**src/rtl/period_meter.sv**
```systemverilog
// period_meter
//   Measures the period of an asynchronous input si in units of CLK_PER_UNIT
//   clocks, averaged over 2**LOG_AVG consecutive periods. The edge polarity
//   is selectable. Includes an input synchroniser, a saturation/overflow
//   flag, a no-edge timeout and a synchronous abort.
// Ports
//   clk          clock
//   reset        asynchronous, active-high reset
//   start        begin a measurement (sampled only in IDLE)
//   abort        synchronous cancel back to IDLE, no ticks
//   edge_sel     0 = rising edges, 1 = falling edges (sampled at start)
//   si           asynchronous measured signal
//   ready        high in IDLE only
//   done_tick    one-cycle pulse; prd/ovf valid this cycle
//   timeout_tick one-cycle pulse on timeout abort
//   ovf          last result saturated; cleared on accepted start
//   prd          averaged period in units; holds until next done
module period_meter #(
    parameter int unsigned CLK_PER_UNIT  = 50000,
    parameter int unsigned PRD_W         = 10,
    parameter int unsigned LOG_AVG       = 2,
    parameter int unsigned TIMEOUT_UNITS = 1023,
    parameter int unsigned SYNC_STAGES   = 2
) (
    input  logic             clk,
    input  logic             reset,
    input  logic             start,
    input  logic             abort,
    input  logic             edge_sel,
    input  logic             si,
    output logic             ready,
    output logic             done_tick,
    output logic             timeout_tick,
    output logic             ovf,
    output logic [PRD_W-1:0] prd
);

    localparam int unsigned T_W   = $clog2(CLK_PER_UNIT);
    localparam int unsigned ACC_W = PRD_W + LOG_AVG;
    localparam int unsigned N_W   = (LOG_AVG > 0) ? LOG_AVG : 1;
    localparam int unsigned TO_W  = (TIMEOUT_UNITS > 0) ? $clog2(TIMEOUT_UNITS + 1) : 1;

    localparam logic [T_W-1:0]  T_LAST   = T_W'(CLK_PER_UNIT - 1);
    localparam logic [T_W-1:0]  T_ONE    = T_W'(1);
    localparam logic [N_W-1:0]  N_LAST   = N_W'((1 << LOG_AVG) - 1);
    localparam logic [TO_W-1:0] TO_LIMIT = TO_W'(TIMEOUT_UNITS);

    localparam logic [2:0] S_IDLE  = 3'd0;
    localparam logic [2:0] S_ARM   = 3'd1;
    localparam logic [2:0] S_COUNT = 3'd2;
    localparam logic [2:0] S_DONE  = 3'd3;
    localparam logic [2:0] S_TOUT  = 3'd4;

    logic [2:0]             state;
    logic [SYNC_STAGES-1:0] sync;
    logic                   dly;
    logic                   pol;
    logic [T_W-1:0]         t;
    logic [T_W-1:0]         t_next;
    logic [ACC_W-1:0]       acc;
    logic [N_W-1:0]         n;
    logic [TO_W-1:0]        to_cnt;
    logic                   sync_out;
    logic                   qual_edge;
    logic                   wrap;
    logic                   timeout_hit;

    // Input synchroniser followed by one delay flop for edge detection.
    always_ff @(posedge clk or posedge reset) begin
        if (reset) begin
            sync <= '0;
            dly  <= 1'b0;
        end else begin
            sync <= {sync[SYNC_STAGES-2:0], si};
            dly  <= sync_out;
        end
    end

    assign sync_out    = sync[SYNC_STAGES-1];
    assign qual_edge   = pol ? (~sync_out & dly) : (sync_out & ~dly);
    assign wrap        = (t == T_LAST);
    assign t_next      = wrap ? '0 : t + T_ONE;
    assign timeout_hit = (TIMEOUT_UNITS != 0) && (to_cnt == TO_LIMIT);

    always_ff @(posedge clk or posedge reset) begin
        if (reset) begin
            state  <= S_IDLE;
            pol    <= 1'b0;
            t      <= '0;
            acc    <= '0;
            n      <= '0;
            to_cnt <= '0;
            ovf    <= 1'b0;
            prd    <= '0;
        end else if (abort && (state != S_IDLE)) begin
            state <= S_IDLE;
        end else begin
            unique case (state)
                S_IDLE: begin
                    if (start) begin
                        state  <= S_ARM;
                        pol    <= edge_sel;
                        ovf    <= 1'b0;
                        t      <= '0;
                        to_cnt <= '0;
                    end
                end
                S_ARM: begin
                    if (qual_edge) begin
                        state  <= S_COUNT;
                        // The cycle the arming edge is seen counts as the
                        // first clock of the first unit, so the final sum
                        // is floor(total_clocks / CLK_PER_UNIT).
                        t      <= T_ONE;
                        acc    <= '0;
                        n      <= '0;
                        to_cnt <= '0;
                    end else if (wrap && timeout_hit) begin
                        state <= S_TOUT;
                    end else begin
                        t <= t_next;
                        if (wrap)
                            to_cnt <= to_cnt + TO_W'(1);
                    end
                end
                S_COUNT: begin
                    t <= t_next;
                    if (qual_edge && (n == N_LAST)) begin
                        // Final edge: a coincident wrap is not accumulated.
                        state <= S_DONE;
                        prd   <= PRD_W'(acc >> LOG_AVG);
                    end else if (wrap && timeout_hit) begin
                        state <= S_TOUT;
                    end else begin
                        if (wrap) begin
                            if (acc == '1)
                                ovf <= 1'b1;
                            else
                                acc <= acc + ACC_W'(1);
                        end
                        if (qual_edge) begin
                            n      <= n + N_W'(1);
                            to_cnt <= '0;
                        end else if (wrap) begin
                            to_cnt <= to_cnt + TO_W'(1);
                        end
                    end
                end
                S_DONE:  state <= S_IDLE;
                S_TOUT:  state <= S_IDLE;
                default: state <= S_IDLE;
            endcase
        end
    end

    assign ready        = (state == S_IDLE);
    assign done_tick    = (state == S_DONE);
    assign timeout_tick = (state == S_TOUT);

endmodule

```
**config.mk**
```make
export PLATFORM = sky130hd
export DESIGN_NAME = period_meter
export DESIGN_NICKNAME = d
export VERILOG_FILES = /design/src/rtl/period_meter.sv
export SDC_FILE = /design/constraint.sdc
export NUM_CORES = 1
export LEC_CHECK = 0
export BUFFER_PORTS_ARGS = -buffer_cell sky130_fd_sc_hd__clkbuf_2
export CAP_MARGIN = 30
export CORE_ASPECT_RATIO = 1.1
export CORE_UTILIZATION = 42
export DETAILED_ROUTE_END_ITERATION = 8
export PLACE_DENSITY = 0.57
export SLEW_MARGIN = 20
export SYNTH_ARGS = -nofsm -noshare
export SYNTH_HDL_FRONTEND = slang
export SYNTH_SLANG_ARGS = --single-unit
```
**constraint.sdc**
```tcl
create_clock -name clk -period 7.53 [get_ports clk]
set_clock_uncertainty 0.15 [all_clocks]
set_input_delay 1.1295 -clock clk [delete_from_list [all_inputs] [get_ports clk]]
set_output_delay 1.1295 -clock clk [all_outputs]
set_load 0.02 [all_outputs]
```
* After elaboration in Yosys (flattened, before gate mapping)
Index checks and enable logic that the tools add are counted.
Widths: inputs -> output; s select.
** Operators by class
- Add/subtract/negate cells :: 4
- Reduce and logical (&&, ||, !) cells :: 15
- Bitwise logic cells :: 5
- Equal/unequal tests :: 18
- Multiplexer cells :: 37
** Operators by type and width (number)
- $mux 10 :: 7
- $mux 16 :: 4
- $mux 12 :: 5
- $pmux 16 s3 :: 1
- $pmux 10 s3 :: 1
- $pmux 12 s2 :: 1
- $add 16x1->16 const B :: 1
- $eq 16x16->1 const B :: 1
- $ne 2x2->1 const B :: 8
- $mux 3 :: 5
- $reduce_and 7->1 :: 2
- $add 12x1->12 const B :: 1
- $eq 12x12->1 const B :: 1
- $reduce_and 6->1 :: 2
- $add 10x1->10 const B :: 1
- $eq 10x10->1 const B :: 1
- $pmux 3 s3 :: 1
- $mux 2 :: 4
- $eq 3x2->1 const B :: 2
- $mux 1 :: 6
- $reduce_and 3->1 :: 2
- $reduce_bool 3->1 :: 2
- $pmux 2 s2 :: 1
- $reduce_and 4->1 :: 1
- 12 further kinds :: 18
** Word-level totals
- Input bits :: 6
- Output and inout port bits :: 14
- Logic and storage cells :: 89
- Register bits :: 58

* Logic depth before layout (Yosys ltp)
- Word-level depth :: 7
- Mapped depth :: 9
- Mapped depth without buffers :: 6

* Least setup slack after synthesis
No wires, ideal clock.
- Path kind :: input -> register
- Start point :: input port abort
- End point :: register t[11]
- Path buffers :: 2
- Required time :: 7.297 ns
- Stages :: 7
- Slack :: 4.612 ns
- Setup time :: 0.083 ns
- Data arrival time :: 2.686 ns
- Cells stage by stage :: o21a_1 > a311o_1 > clkbuf_1 > a31o_2 > clkbuf_1 > or4_1 > o21ai_0
** Between the ends
- Word-level cells in the longest chain between the ends :: 3
** Ends and longest elaborated chain
- start: declaration :: line 28 : input logic abort,
- $logic_and 1x1->1 :: line 95 : end else if (abort && (state != S_IDLE)) begin
- $not 1->1 (no source line)
- $reduce_and 4->1 (no source line)
- end signal: assignment :: line 121 : t <= t_next;
- end signal: assignment :: line 127 : t <= t_next;
- end: declaration :: line 58 : logic [T_W-1:0] t;
Every way passes these cells.
A chain may end at the register's enable or synchronous reset.

* Worst setup path after layout
- Start point :: register t[12]
- End point :: register acc[4]
** Between the ends
- Word-level cells in the longest chain between the ends :: 4
- Elaborated cells on any way between the ends :: 5
- Those cells by class :: eq/ne: 3; reduce/logical: 2
** Ends and longest elaborated chain
- $eq 16x16->1 (*) :: line 81 : assign wrap = (t == T_LAST);
- $logic_and 1x1->1 :: line 132 : end else if (wrap && timeout_hit) begin
- $ne 2x2->1 (no source line)
- $reduce_and 7->1 (no source line) (*)
- end signal: assignment :: line 139 : acc <= acc + ACC_W'(1);
- end: declaration :: line 60 : logic [ACC_W-1:0] acc;
Every way passes the cells marked *; elsewhere a longest branch is shown, timed or not.

==> results.toml <==
[synth]
synth-simple-area-share = 0.278
synth.cell_area_um2 = 3370
synth_edf_count = 0
synth_adder_area_share = 0.0148
synth_top_flop_cell = "dfrtp_1"
ys_warn_count = 0
postSynthAreaPerCell_um2 = 9.09
synth_compound_area_frac = 0.180
yosysSeqAreaShare = 0.430
post_synth_main_area_contributors = "dfrtp_1 43%, a31oi_1 4.3%, nand2_1 4.2%"
synthCells = 371
dominant_combinational_cell_family_by_area_after_synthesis = "simple AND/OR/NAND/NOR gates"
yosys.area.top_type = "dfrtp_1"
synth.mux.area_fraction = 0.0579
synth_xor_xnor_area_share = 0.00260
yosys_register_bits = 58
synth_top_cell_area_share = 0.430
synth_async_sr_flop_share = 1.00
synth_nets = 381
post_synth_num_cell_types = 53

[clock_network]
clockBufferDepth = 2
cts_post_setup_buffers_inserted = 0
cts-resized-gates = 0
clk_latency_ns = 0.35
cts_buffers = 9
cts_num_sinks = 58
holdBufCountCts = 0
tritoncts = "yes"
cts_root_buffer = "clkbuf_8"
htreeDepth = 3
worst_setup_hold_path_clk_slew_ns = 0.07

[final_layout]
sequential_cell_area_um2 = 1450
layout-drive-gt1-share = 0.143
multi_input_area_um2 = 1800
antenna_cells_inserted = 0
layout_commonest_cell = "dfrtp_1"
final_cells = 496
postLayoutCoreUtil = 0.496
fill_count = 759
finalNetCount = 396
layout_common_cells = "58 x dfrtp_1, 38 x nand2_1, 23 x nor2_1, 23 x a31oi_1"
layout-area-overhead-vs-synth_pct = 11.7

[power]
max-vdd-ir-drop_v = 0.000131
power_per_cell_area_nw_per_um2 = 277
p_leak_nw = 1.62

[timing]
relSlewSlack = 0.464
totalNegativeSetupSlack_ns = 0
period_share = 0.413
hold_ws_ns = 0.205
count_of_final_max_slew_check_failures = 0
max_freq_mhz = 321
finalHoldViolations = 0
setup_viol = 0
timing_worst_slew_pin_value_ns = 0.803
timing.final.crit_period_ns = 3.11
grt_setup_unrepaired = "false"

[global_route]
number_of_global_route_vias_before_repair = 2817
grt_pass1_wl_um = 14100
grt_max_degree = 59
track_usage = 0.219
grt_overflow = 0
number_of_antenna_violations_at_the_first_check_in_global_routing = 0

[critical_path]
setup.worst_path.class = "register to register"
crit_path_max_fanout = 19
setup.worst_path.start_class = "register"
crit_path_end_kind = "register"
worst_ep_required_time_ns = 7.65
worst-endpoint-arrival_ns = 3.24

[die]
fp-row-count = 33
die_w_um = 87.5
design.portCount = 20
fp.coreArea_um2 = 7600
initial_core_util = 0.444
dieArea_um2 = 8390
die_height_um = 96.0

[drt]
post_drt_wl_per_cell_um = 16.5
viasPerCell = 5.96
dr_total_vias = 2958
detail_route.first_pass.iterations = 4
drt_first_iter_violations = 185
antenna_left = 0
finalWirelength_um = 8190
remaining_drc_errors = 0

[place]
port_buffers = 19
gpl.final_weighted_congestion = 0.842
hpwlAfterDp_um = 5620
placed_cells_incl_taps = 479

[run]
timing.max_cap.violations = 0

[hold_path]
holdCritPathClass = "register to register"

[run_status]
run_status = "finished, final reports clean"
==> critical path, stage by stage, from the launching register on <==
cell	delay, ns
dfrtp_1	0.43
or4b_1	0.55
or4_1	0.66
a211o_1	0.52
or4_1	0.57
a21oi_1	0.15
==> cells in the mapped netlist, types with 2 or more instances <==
master / n
dfrtp_1: 58
nand2_1: 38
a31oi_1: 23
nor2_1: 23
o21ai_0: 19
nand3_1: 18
clkbuf_1: 17
nand4_1: 14
nand2b_1: 13
mux2_2: 12
inv_1: 11
o31ai_1: 11
nor3_1: 10
and3_1: 9
or4_1: 9
a21oi_1: 8
and2_1: 7
mux2i_1: 6
nor4_1: 6
and4_1: 4
ha_1: 4
a211oi_1: 3
nor3b_1: 3
nor4b_1: 3
or3b_2: 3
a221oi_1: 2
a22o_1: 2
a22oi_1: 2
nand3b_1: 2
nor4bb_1: 2
o211a_1: 2
o211ai_1: 2
o21a_1: 2
o311a_1: 2
o41ai_1: 2
or4b_1: 2
==> logic make-up (layout without fill, tap and decap cells) <==
kind of cell / Yosys count / in the layout
AOI/OAI and AO/OA: 90 / 90
xor gates and xnor gates: 1 / 1
adders and majority gates: 4 / 4
buffers and inverters: 30 / 50
DFF: 58 / 58
muxes: 18 / 18
and+or+nand+nor: 170 / 170
==> path summary, 6_finish.rpt <==
kind	endpoint	start	slack [ns]	cells past startpoint
setup / recovery	acc[4]	t[12]	4.42	5
hold / removal	sync[1]	sync[0]	0.20	0
setup reg to reg	acc[4]	t[12]	4.42	5
hold reg to reg	sync[1]	sync[0]	0.20	0
max in group asynchronous	to_cnt[7]	reset	5.92	3
min in group asynchronous	prd[9]	reset	0.81	3
==> final cells by class <==
| cell class | instances | share of cell area |
|---|---|---|
| Multi-Input combinational cell | 283 | 0.478 |
| Sequential cell | 58 | 0.385 |
| Tap cell | 105 | 0.0349 |
| Timing Repair Buffer | 23 | 0.0332 |
| Clock buffer | 9 | 0.0329 |
| Clock inverter | 7 | 0.0249 |
| Inverter | 11 | 0.0110 |
==> per-stage QoR <==
stage	total power, mW	cell area, um2	setup slack (ns)
floorplan	0.643	3370	4.61
finish	1.04	3770	4.42
global placement	0.722	3540	4.47
detailed placement	0.725	3540	4.44
global route	1.11	3770	4.26
CTS	1.05	3760	4.43
==> flip-flops by register name, indices dropped and copies added, names as in the netlist <==
| name | cells |
|---|---|
| n | 2 |
| prd | 10 |
| ovf | 1 |
| pol | 1 |
| to_cnt | 10 |
| t | 16 |
| state | 3 |
| sync | 2 |
| dly | 1 |
| acc | 12 |
==> metal layers <==
layer  global-route usage  share of wire  up-vias
li1                     -              -     1454
met1                0.321           0.51     1418
met2                0.312           0.43       72
met3               0.0472          0.043       14
met4               0.0874          0.017        0
met5                    0              0        -
==> power breakdown <==
| group | switching, mW | internal, mW | total (mW) | leakage (nW) |
|---|---|---|---|---|
| Clock | 0.136 | 0.185 | 0.321 | 0.105 |
| Sequential | 0.0391 | 0.340 | 0.379 | 0.794 |
| Combinational | 0.239 | 0.103 | 0.343 | 0.724 |
| Total | 0.414 | 0.629 | 1.04 | 1.62 |
Note: power is estimated with default switching activity, not from simulation.
